File: config.mk
export PLATFORM = sky130hd
export DESIGN_NAME = power_accelerator_flat
export DESIGN_NICKNAME = d
export VERILOG_FILES = /design/src/rtl/power_accel_pkg.sv /design/src/rtl/power_accelerator_if.sv /design/src/rtl/power_core.sv /design/src/rtl/power_accelerator.sv /design/src/flat_wrapper.sv
export SDC_FILE = /design/constraint.sdc
export NUM_CORES = 2
export LEC_CHECK = 0
export ABC_AREA = 1
export CORE_MARGIN = 4
export CORE_UTILIZATION = 55
export CTS_CLUSTER_SIZE = 40
export DETAILED_ROUTE_END_ITERATION = 8
export PLACE_DENSITY = 0.8
export SYNTH_ARGS = -nofsm -noshare
export SYNTH_HDL_FRONTEND = slang
export SYNTH_HIERARCHICAL = 1
export SYNTH_SLANG_ARGS = --single-unit
File: constraint.sdc
create_clock -name clock -period 20.1 [get_ports clock]
set_input_delay 4.02 -clock clock [delete_from_list [all_inputs] [get_ports clock]]
set_output_delay 4.02 -clock clock [all_outputs]
set_load 0.01 [all_outputs]
File: src/rtl/power_accel_pkg.sv
// power_accel_pkg: shared definitions for the power accelerator.
//   - register word offsets decoded from address[2:0]
//   - CTRL / STATUS bit indices
//   - FSM state enum (IDLE, RUN)
//   - default data and exponent widths
package power_accel_pkg;

    localparam int DEFAULT_DATA_W = 32;
    localparam int DEFAULT_EXP_W  = 32;

    localparam logic [2:0] CTRL_OFS   = 3'd0;
    localparam logic [2:0] STATUS_OFS = 3'd1;
    localparam logic [2:0] BASE_OFS   = 3'd2;
    localparam logic [2:0] EXP_OFS    = 3'd3;
    localparam logic [2:0] RESULT_OFS = 3'd4;

    localparam int CTRL_START_BIT    = 0;
    localparam int CTRL_CLR_DONE_BIT = 1;

    localparam int STAT_BUSY_BIT = 0;
    localparam int STAT_DONE_BIT = 1;
    localparam int STAT_OVF_BIT  = 2;

    typedef enum logic {
        IDLE = 1'b0,
        RUN  = 1'b1
    } state_t;

endpackage

File: src/rtl/power_accelerator_if.sv
// power_accelerator_if: Avalon-MM slave bus of the power accelerator.
//   address   : word address, only [2:0] decoded, [23:3] must be zero
//   write     : write strobe, writedata taken on the rising edge it is high
//   writedata : write data
//   read      : read strobe
//   readdata  : registered read data
// Handshake: there is no waitrequest. A strobe high on a rising edge is a
// complete transfer in that cycle; readdata for a read issued in cycle c is
// valid in cycle c+1 and holds until the next read. Read and write in the
// same cycle: the write lands and readdata carries the pre-write value.
interface power_accelerator_if;
    logic [23:0] address;
    logic        write;
    logic [31:0] writedata;
    logic        read;
    logic [31:0] readdata;

    modport master (
        output address,
        output write,
        output writedata,
        output read,
        input  readdata
    );

    modport slave (
        input  address,
        input  write,
        input  writedata,
        input  read,
        output readdata
    );
endinterface

File: src/rtl/power_core.sv
// power_core: iterative square-and-multiply engine, base^exp mod 2^DATA_W.
// Optional feature macro: POWER_ACCEL_OVF_EN (enables upper-half overflow
// detection; without it ovf is constant 0 and no wide products exist).
// Ports:
//   clock, reset_n : clock, asynchronous active-low reset
//   start          : request; accepted only in IDLE
//   base, exp      : operands, latched on an accepted start
//   busy           : high from the cycle after start until completion
//   done_pulse     : one-cycle high in the completing cycle (RUN, e == 0)
//   result         : running product p; valid while done_pulse is high
//   ovf            : sticky overflow flag, cleared on an accepted start
//   state          : current FSM state (debug)
module power_core
    import power_accel_pkg::*;
#(
    parameter int DATA_W = DEFAULT_DATA_W,
    parameter int EXP_W  = DEFAULT_EXP_W
) (
    input  logic              clock,
    input  logic              reset_n,
    input  logic              start,
    input  logic [DATA_W-1:0] base,
    input  logic [EXP_W-1:0]  exp,
    output logic              busy,
    output logic              done_pulse,
    output logic [DATA_W-1:0] result,
    output logic              ovf,
    output state_t            state
);

    logic [DATA_W-1:0] b_q;
    logic [DATA_W-1:0] p_q;
    logic [EXP_W-1:0]  e_q;
    logic [DATA_W-1:0] pb_lo;
    logic [DATA_W-1:0] bb_lo;
    logic              ovf_hit;

`ifdef POWER_ACCEL_OVF_EN
    logic [2*DATA_W-1:0] b_ext;
    logic [2*DATA_W-1:0] p_ext;
    logic [2*DATA_W-1:0] pb_full;
    logic [2*DATA_W-1:0] bb_full;

    assign b_ext   = {{DATA_W{1'b0}}, b_q};
    assign p_ext   = {{DATA_W{1'b0}}, p_q};
    assign pb_full = p_ext * b_ext;
    assign bb_full = b_ext * b_ext;
    assign pb_lo   = pb_full[DATA_W-1:0];
    assign bb_lo   = bb_full[DATA_W-1:0];
    // The final squaring (e>>1 == 0) is never used, so its overflow is ignored.
    assign ovf_hit = (e_q[0] && (pb_full[2*DATA_W-1:DATA_W] != '0)) ||
                     ((bb_full[2*DATA_W-1:DATA_W] != '0) && ((e_q >> 1) != '0));
`else
    assign pb_lo   = p_q * b_q;
    assign bb_lo   = b_q * b_q;
    assign ovf_hit = 1'b0;
`endif

    // Completion is decoded from registers so the top can capture the
    // result on the same edge that returns the FSM to IDLE.
    assign done_pulse = (state == RUN) && (e_q == '0);
    assign result     = p_q;

    always_ff @(posedge clock or negedge reset_n) begin
        if (!reset_n) begin
            state <= IDLE;
            b_q   <= '0;
            p_q   <= '0;
            e_q   <= '0;
            busy  <= 1'b0;
            ovf   <= 1'b0;
        end else begin
            case (state)
                IDLE: begin
                    if (start) begin
                        b_q   <= base;
                        e_q   <= exp;
                        p_q   <= {{(DATA_W-1){1'b0}}, 1'b1};
                        ovf   <= 1'b0;
                        busy  <= 1'b1;
                        state <= RUN;
                    end
                end
                RUN: begin
                    if (e_q != '0) begin
                        if (e_q[0]) begin
                            p_q <= pb_lo;
                        end
                        b_q <= bb_lo;
                        e_q <= e_q >> 1;
                        if (ovf_hit) begin
                            ovf <= 1'b1;
                        end
                    end else begin
                        busy  <= 1'b0;
                        state <= IDLE;
                    end
                end
                default: state <= IDLE;
            endcase
        end
    end

endmodule

File: src/rtl/power_accelerator.sv
// power_accelerator: Avalon-MM slave computing BASE^EXP mod 2^DATA_W.
// Optional feature macro: POWER_ACCEL_OVF_EN (STATUS.OVF overflow reporting).
// Register map (word offsets): 0 CTRL (WO: bit0 START, bit1 CLR_DONE),
//   1 STATUS (RO: bit0 BUSY, bit1 DONE, bit2 OVF), 2 BASE (RW), 3 EXP (RW),
//   4 RESULT (RO). Offsets 5-7 and address[23:3] != 0 read 0, ignore writes.
// Ports:
//   clock, reset_n : clock, asynchronous active-low reset
//   bus            : Avalon-MM slave (power_accelerator_if.slave)
//   conduit_export : mirror of RESULT
//   state          : engine FSM state (debug)
module power_accelerator
    import power_accel_pkg::*;
#(
    parameter int DATA_W = DEFAULT_DATA_W,
    parameter int EXP_W  = DEFAULT_EXP_W
) (
    input  logic                clock,
    input  logic                reset_n,
    power_accelerator_if.slave  bus,
    output logic [DATA_W-1:0]   conduit_export,
    output state_t              state
);

    logic              sel_ok;
    logic [2:0]        ofs;
    logic              wr_en;
    logic              start_req;
    logic              clr_req;

    logic              busy;
    logic              done_pulse;
    logic [DATA_W-1:0] core_result;
    logic              core_ovf;

    logic [DATA_W-1:0] base_q;
    logic [EXP_W-1:0]  exp_q;
    logic [DATA_W-1:0] result_q;
    logic              done_q;
    logic [31:0]       rd_mux;
    logic [31:0]       readdata_q;

    assign sel_ok    = (bus.address[23:3] == '0);
    assign ofs       = bus.address[2:0];
    assign wr_en     = bus.write && sel_ok;
    assign start_req = wr_en && (ofs == CTRL_OFS) && bus.writedata[CTRL_START_BIT];
    assign clr_req   = wr_en && (ofs == CTRL_OFS) && bus.writedata[CTRL_CLR_DONE_BIT];

    power_core #(
        .DATA_W (DATA_W),
        .EXP_W  (EXP_W)
    ) u_core (
        .clock      (clock),
        .reset_n    (reset_n),
        .start      (start_req),
        .base       (base_q),
        .exp        (exp_q),
        .busy       (busy),
        .done_pulse (done_pulse),
        .result     (core_result),
        .ovf        (core_ovf),
        .state      (state)
    );

    always_comb begin
        rd_mux = '0;
        if (sel_ok) begin
            case (ofs)
                STATUS_OFS: begin
                    rd_mux[STAT_BUSY_BIT] = busy;
                    rd_mux[STAT_DONE_BIT] = done_q;
                    rd_mux[STAT_OVF_BIT]  = core_ovf;
                end
                BASE_OFS:   rd_mux[DATA_W-1:0] = base_q;
                EXP_OFS:    rd_mux[EXP_W-1:0]  = exp_q;
                RESULT_OFS: rd_mux[DATA_W-1:0] = result_q;
                default:    rd_mux = '0;
            endcase
        end
    end

    always_ff @(posedge clock or negedge reset_n) begin
        if (!reset_n) begin
            base_q     <= '0;
            exp_q      <= '0;
            result_q   <= '0;
            done_q     <= 1'b0;
            readdata_q <= '0;
        end else begin
            if (wr_en && (ofs == BASE_OFS)) begin
                base_q <= bus.writedata[DATA_W-1:0];
            end
            if (wr_en && (ofs == EXP_OFS)) begin
                exp_q <= bus.writedata[EXP_W-1:0];
            end
            // While busy, CTRL writes are ignored entirely; done_pulse only
            // occurs while busy, so it never competes with a CTRL write.
            if (done_pulse) begin
                result_q <= core_result;
                done_q   <= 1'b1;
            end else if (!busy && (start_req || clr_req)) begin
                done_q <= 1'b0;
            end
            // rd_mux sees pre-edge register values, so a simultaneous
            // write is not reflected in this read.
            if (bus.read) begin
                readdata_q <= rd_mux;
            end
        end
    end

    assign bus.readdata   = readdata_q;
    assign conduit_export = result_q;

endmodule

File: src/flat_wrapper.sv
// flat-port wrapper written by rule: the top's interface ports become plain ports
module power_accelerator_flat import power_accel_pkg::*;
#(
    parameter int DATA_W = DEFAULT_DATA_W,
    parameter int EXP_W  = DEFAULT_EXP_W
)
  (clock, reset_n, conduit_export, state, bus_address, bus_write, bus_writedata, bus_read, bus_readdata);
  power_accelerator_if bus_i ();
  input  logic clock;
  input  logic reset_n;
  output logic [DATA_W-1:0] conduit_export;
  output state_t state;
  input wire logic [$bits(bus_i.address)-1:0] bus_address;
  input wire logic [$bits(bus_i.write)-1:0] bus_write;
  input wire logic [$bits(bus_i.writedata)-1:0] bus_writedata;
  input wire logic [$bits(bus_i.read)-1:0] bus_read;
  output wire logic [$bits(bus_i.readdata)-1:0] bus_readdata;
  assign bus_i.address = bus_address;
  assign bus_i.write = bus_write;
  assign bus_i.writedata = bus_writedata;
  assign bus_i.read = bus_read;
  assign bus_readdata = bus_i.readdata;
  power_accelerator #(.DATA_W(DATA_W), .EXP_W(EXP_W)) u_core (.clock(clock), .reset_n(reset_n), .bus(bus_i), .conduit_export(conduit_export), .state(state));
endmodule
Word-level counts from Yosys, hierarchy flattened. Cells that the tools add are included.

$mul: 2. Equality and inequality tests: 8. Muxes and demuxes: 23. Bitwise operators: 1. Reductions and logical operators: 19.

Operators with widths (number): 32-bit two-way mux (8); 32-bit case mux with 2 select lines (3); 29-bit case mux with 3 select lines (1); 32-bit by 32-bit multiplier with 32-bit output (2); 32-bit logical NOT (1); 32-bit nonzero test (1); 21-bit logical NOT (1); 3-bit case mux with 4 select lines (1); 1-bit logical AND (8); 1-bit two-way mux (8); 3-bit by 2-bit == test with 1-bit output (second input constant) (2); 2-bit by 1-bit inequality test with 1-bit output (second input constant) (3); 2-bit AND reduction (3); 1-bit case mux with 2 select lines (2); 3-bit by 1-bit == test with 1-bit output (second input constant) (1); 3-bit == test (second input constant) (1); 3-bit logical NOT (1); 3-bit AND reduction (1); 2-bit inequality test (second input constant) (1); 2-bit nonzero test (1); 1-bit logical NOT (1); 1-bit logical OR (1); 1-bit NOT (1).

Register bits: 228. Input bits: 60.

Depth between registers and ports, before layout.
Depth in word-level cells: 8. Depth in mapped cells: 35.

Cells and area by module. The synthesis kept the hierarchy.

By module, submodules not included: power_core (times used 1, cells an instance 4485, area each 35059.9 µm², seq. area each 2452.4 µm²); power_accelerator (times used 1, cells an instance 672, area each 5716.7 µm², seq. area each 3228.1 µm²).

Worst setup path after synthesis. Ideal clock, no wire load.

Path kind: reg2reg. Start point: reg u_core.u_core.b_q[2]. End point: reg u_core.u_core.b_q[28]. Library setup time: 0.065 ns. Arrival: 6.780 ns. Data required time: 20.035 ns. Setup slack: 13.255 ns. Stages on the path, launching flop included: 31. Path buffers: 3. Clock period less this slack: 6.845 ns. Cells stage by stage: dfrtp_1 -> buf_4 -> clkbuf_1 -> clkbuf_1 -> nand2_1 -> fa_1 -> inv_1 -> fa_1 -> inv_1 -> fa_1 -> fa_1 -> inv_1 -> fa_1 -> inv_1 -> fa_1 -> inv_1 -> fa_1 -> fa_1 -> ha_1 -> nand2_1 -> nor4_2 -> nand4_1 -> nand3_1 -> nand2_1 -> nand2_1 -> nand2_1 -> nand2_1 -> a21oi_1 -> o21ai_0 -> nand2_1 -> nand2_1.

Word-level cells in the longest chain between the ends: 3.

Ends and longest elaborated chain: start, declared (line power_core.sv:31) `logic [DATA_W-1:0] b_q;`; start signal, assigned (line power_core.sv:76) `b_q <= base;`; start signal, assigned (line power_core.sv:89) `b_q <= bb_lo;`; 32-bit by 32-bit multiplier with 32-bit output (line power_core.sv:55) `assign bb_lo = b_q * b_q;`; 32-bit two-way mux (line power_core.sv:85) `if (e_q != '0) begin`; 32-bit case mux with 2 select lines (line power_core.sv:73) `case (state)`.

No other way between the ends. The select of a mux whose other input is x is not followed. A chain may end at the register's enable or synchronous reset.

Worst setup path after layout.
Start point: reg u_core.u_core.b_q[13]. End point: reg u_core.u_core.b_q[28].

The elaborated chain is that of the path after synthesis.

==> run summary <==
H-tree Lvls: 1
Lkg Pwr: 25.9 nW
Final WL: 115 mm
Worst EP required: 20.58 ns
Storage cell area: 5700 sq um
Post-cts sizing count: 0
Worst path slowest cell: dfrtp_1
First-pass GRT wire length: 188 mm
Chip height: 280 microns
Yosys cell types: 55
Largest net degree at the start of global routing: 97
CP peak stage delay: 0.77 ns
Commonest cells after routing, fill and taps aside: nand2_1 (1488), inv_1 (1428), fa_1 (772)
DIE AREA: 78600 sq um
Max Buffers Root-to-Sink: 3
Worst-path maximum fanout: 25
Worst slew pin tran: 1.06 ns
Vias: 33000
Number of post-CTS setup repair buffers: 0
Hold path startpoint: u_core/done_q$_DFFE_PN0P_
Worst-skew pair later-pin latency: 0.57 ns
Ys flop type: dfrtp_1
Clock Pin Slew Worst Setup and Hold Paths: 0.06 ns
Initial antenna violation count: 4
Fin crit period: 7.82 ns
Initial drt markers: 3019
I/O Pins: 125
R2R Path Start: u_core/u_core/b_q[13]$_DFFE_PN0P_
Hold Path Class: reg -> reg
Diode count: 0
Setup TNS: 0 ns
Worst Skew: 0.0248 ns
Net count, final: 6202
IO Port Bufs: 124
RSZ-0062 raised after global routing: false
Most common cell after layout, fill and taps aside: nand2_1
Crit end category: flop
Synth Cell Area: 40800 sq um
Multi-input gate area: 28600 sq um
Slew HR: 29.1%
Core area: 73200 sq um
Final Slew Violations: 0
Fill cell count: 6285
GRT overflow: 0
Share of layout cells above drive strength 1: 2.71%
Syn_area_per_cell: 7.91 sq um
Number of synthesized flops with an enable pin: 0
DRT antenna net count: 0
Clock Sinks: 227
Final Hold Fails: 0
Vias in the first global route: 35300
Post-synthesis sequential area ratio: 13.9%
GRT Util Overall: 30.3%
Critical path launch point type: flop
Post-Synthesis Cells: 5157
CTS tree: yes
Drt via density: 5.41
DR pass1 iterations: 8
Crit path arrival time: 8.30 ns
CP startpoint: u_core/u_core/b_q[13]$_DFFE_PN0P_
Outcome: finished, final reports clean
Final Cycle Share: 38.9%
Cell Pwr Density: 21.5 nW/um^2
FFs w/ async S/R, synth: 100%
Yosys warns: 6
# hold bufs at CTS: 0
Hpwl dp: 86.5 mm
Initial core utilization: 55.7%
Fin cells: 6090
Cts bufs inserted: 25
Die Wd: 280 microns
Maximum Capacitance Violations: 0
Post-route DRC: 0
CTS root buf: clkbuf_16
Critical path class: reg -> reg
Area grow syn2layout: 6.05%
Maximum clock rate: 0.128 GHz
Syn nets: 6242
Most common cell on crit path: nand2_1
Finish-stage setup viols: 0
Placed insts: 6049
Peak supply drop: 0.0603 mV
Gpl congestion: 0.939
Per-cell routed wire length: 18.8 microns
Yosys reg bits: 227
# rows: 99
-- area by class of cell --
type	count	share of cell area, %
tap	959	2.77
inverter	1431	12.4
sequential	227	13.2
clock inverter	4	0.0897
timing repair buffer	174	3.75
clock buffer	37	1.64
multi-input combinational	3258	66.1
-- state kept, by name, summed over array words and instances (netlist names) --
signal and flops:
u_core/base_q 32, u_core/bus.readdata 32, u_core/conduit_export 32, u_core/exp_q 32, u_core/u_core/b_q 32, u_core/u_core/e_q 32, u_core/u_core/result 32, u_core/done_q 1
u_core/u_core/busy 1, u_core/u_core/state 1
-- routing by layer --
layer | global-route usage (%) | routed length (microns) | part of all wire [%]
met5 | 0 | 51 | 0.045
met4 | 12.2 | 5660 | 4.9
met3 | 6.41 | 12600 | 11
met2 | 48.1 | 51600 | 45
met1 | 41.0 | 44600 | 39
-- cells in the mapped netlist (3+ instances only) --
| cell type | n | area share [%] |
|---|---|---|
| nand2_1 | 1488 | 14 |
| inv_1 | 1428 | 13 |
| fa_1 | 772 | 38 |
| ha_1 | 253 | 7.8 |
| dfrtp_1 | 227 | 14 |
| clkbuf_1 | 126 | 1.2 |
| nand3_1 | 123 | 1.5 |
| nor2_1 | 103 | 0.95 |
| o21ai_0 | 100 | 1.2 |
| a21oi_1 | 78 | 0.96 |
| o21ai_1 | 67 | 0.82 |
| buf_1 | 46 | 0.42 |
| o211ai_1 | 43 | 0.79 |
| xor2_1 | 43 | 0.92 |
| buf_2 | 38 | 0.47 |
| xnor2_1 | 33 | 0.71 |
| a31oi_1 | 32 | 0.49 |
| nand4_1 | 19 | 0.29 |
| buf_6 | 16 | 0.44 |
| nor3_1 | 16 | 0.20 |
| o21ai_2 | 16 | 0.34 |
| buf_4 | 13 | 0.24 |
| o21bai_1 | 11 | 0.20 |
| a21o_1 | 7 | 0.13 |
| nand3b_1 | 6 | 0.11 |
| nor4_1 | 5 | 0.077 |
| a22o_1 | 4 | 0.086 |
| or2_2 | 4 | 0.061 |
| nand2_2 | 3 | 0.046 |
| nor4_2 | 3 | 0.092 |
-- per-stage QoR --
step	utilization, %	area, sq um	setup slack, ns	power (mW)	hold WS (ns)
5_1_grt	59.1	43200	11.82	0.958	0.514
3_3_place_gp	58.0	42500	12.52	0.500	0.459
2_1_floorplan	-	40800	13.26	0.475	0.442
6_report	59.1	43200	12.28	0.931	0.475
4_1_cts	59.1	43200	12.36	0.935	0.479
3_5_place_dp	58.0	42500	12.42	0.500	0.465
-- path summary, 6_finish.rpt --
| path | cells past startpoint | endpoint | slack (ns) |
|---|---|---|---|
| hold / removal | 2 | u_core/done_q$_DFFE_PN0P_ | 0.47 |
| hold reg to reg | 2 | u_core/done_q$_DFFE_PN0P_ | 0.47 |
| max in group asynchronous | 3 | u_core/u_core/result[17]$_DFFE_PN0P_ | 14.36 |
| setup reg to reg | 29 | u_core/u_core/b_q[28]$_DFFE_PN0P_ | 12.28 |
| setup / recovery | 29 | u_core/u_core/b_q[28]$_DFFE_PN0P_ | 12.28 |
| min in group asynchronous | 1 | u_core/base_q[12]$_DFFE_PN0P_ | 3.48 |
-- cell families after synthesis --
logic type      count (synthesis)  synth area share, %
other cells                     1              0.00920
fa+ha+maj                    1025                 45.7
buf+inv                      1672                 15.9
simple gates                 1778                 17.3
compound gates                374                 5.37
flops                         227                 13.9
xor+xnor                       80                 1.82
-- power by group --
part / internal, mW / total (mW) / switching, mW / leakage, nW
Clock: 0.244 / 0.440 / 0.195 / 0.368
Sequential: 0.457 / 0.457 / 0.0000168 / 2.94
Combinational: 0.0132 / 0.0347 / 0.0215 / 22.6
-- critical path: cells and delay by family (launching register included) --
family          cells  cell delay (ns)
fa+ha+maj           9             4.12
simple gates       11             1.50
flops               1             0.77
buf+inv             5             0.71
compound gates      3             0.36
xor+xnor            1             0.22
No activity file was read; power rests on OpenSTA's default activity.
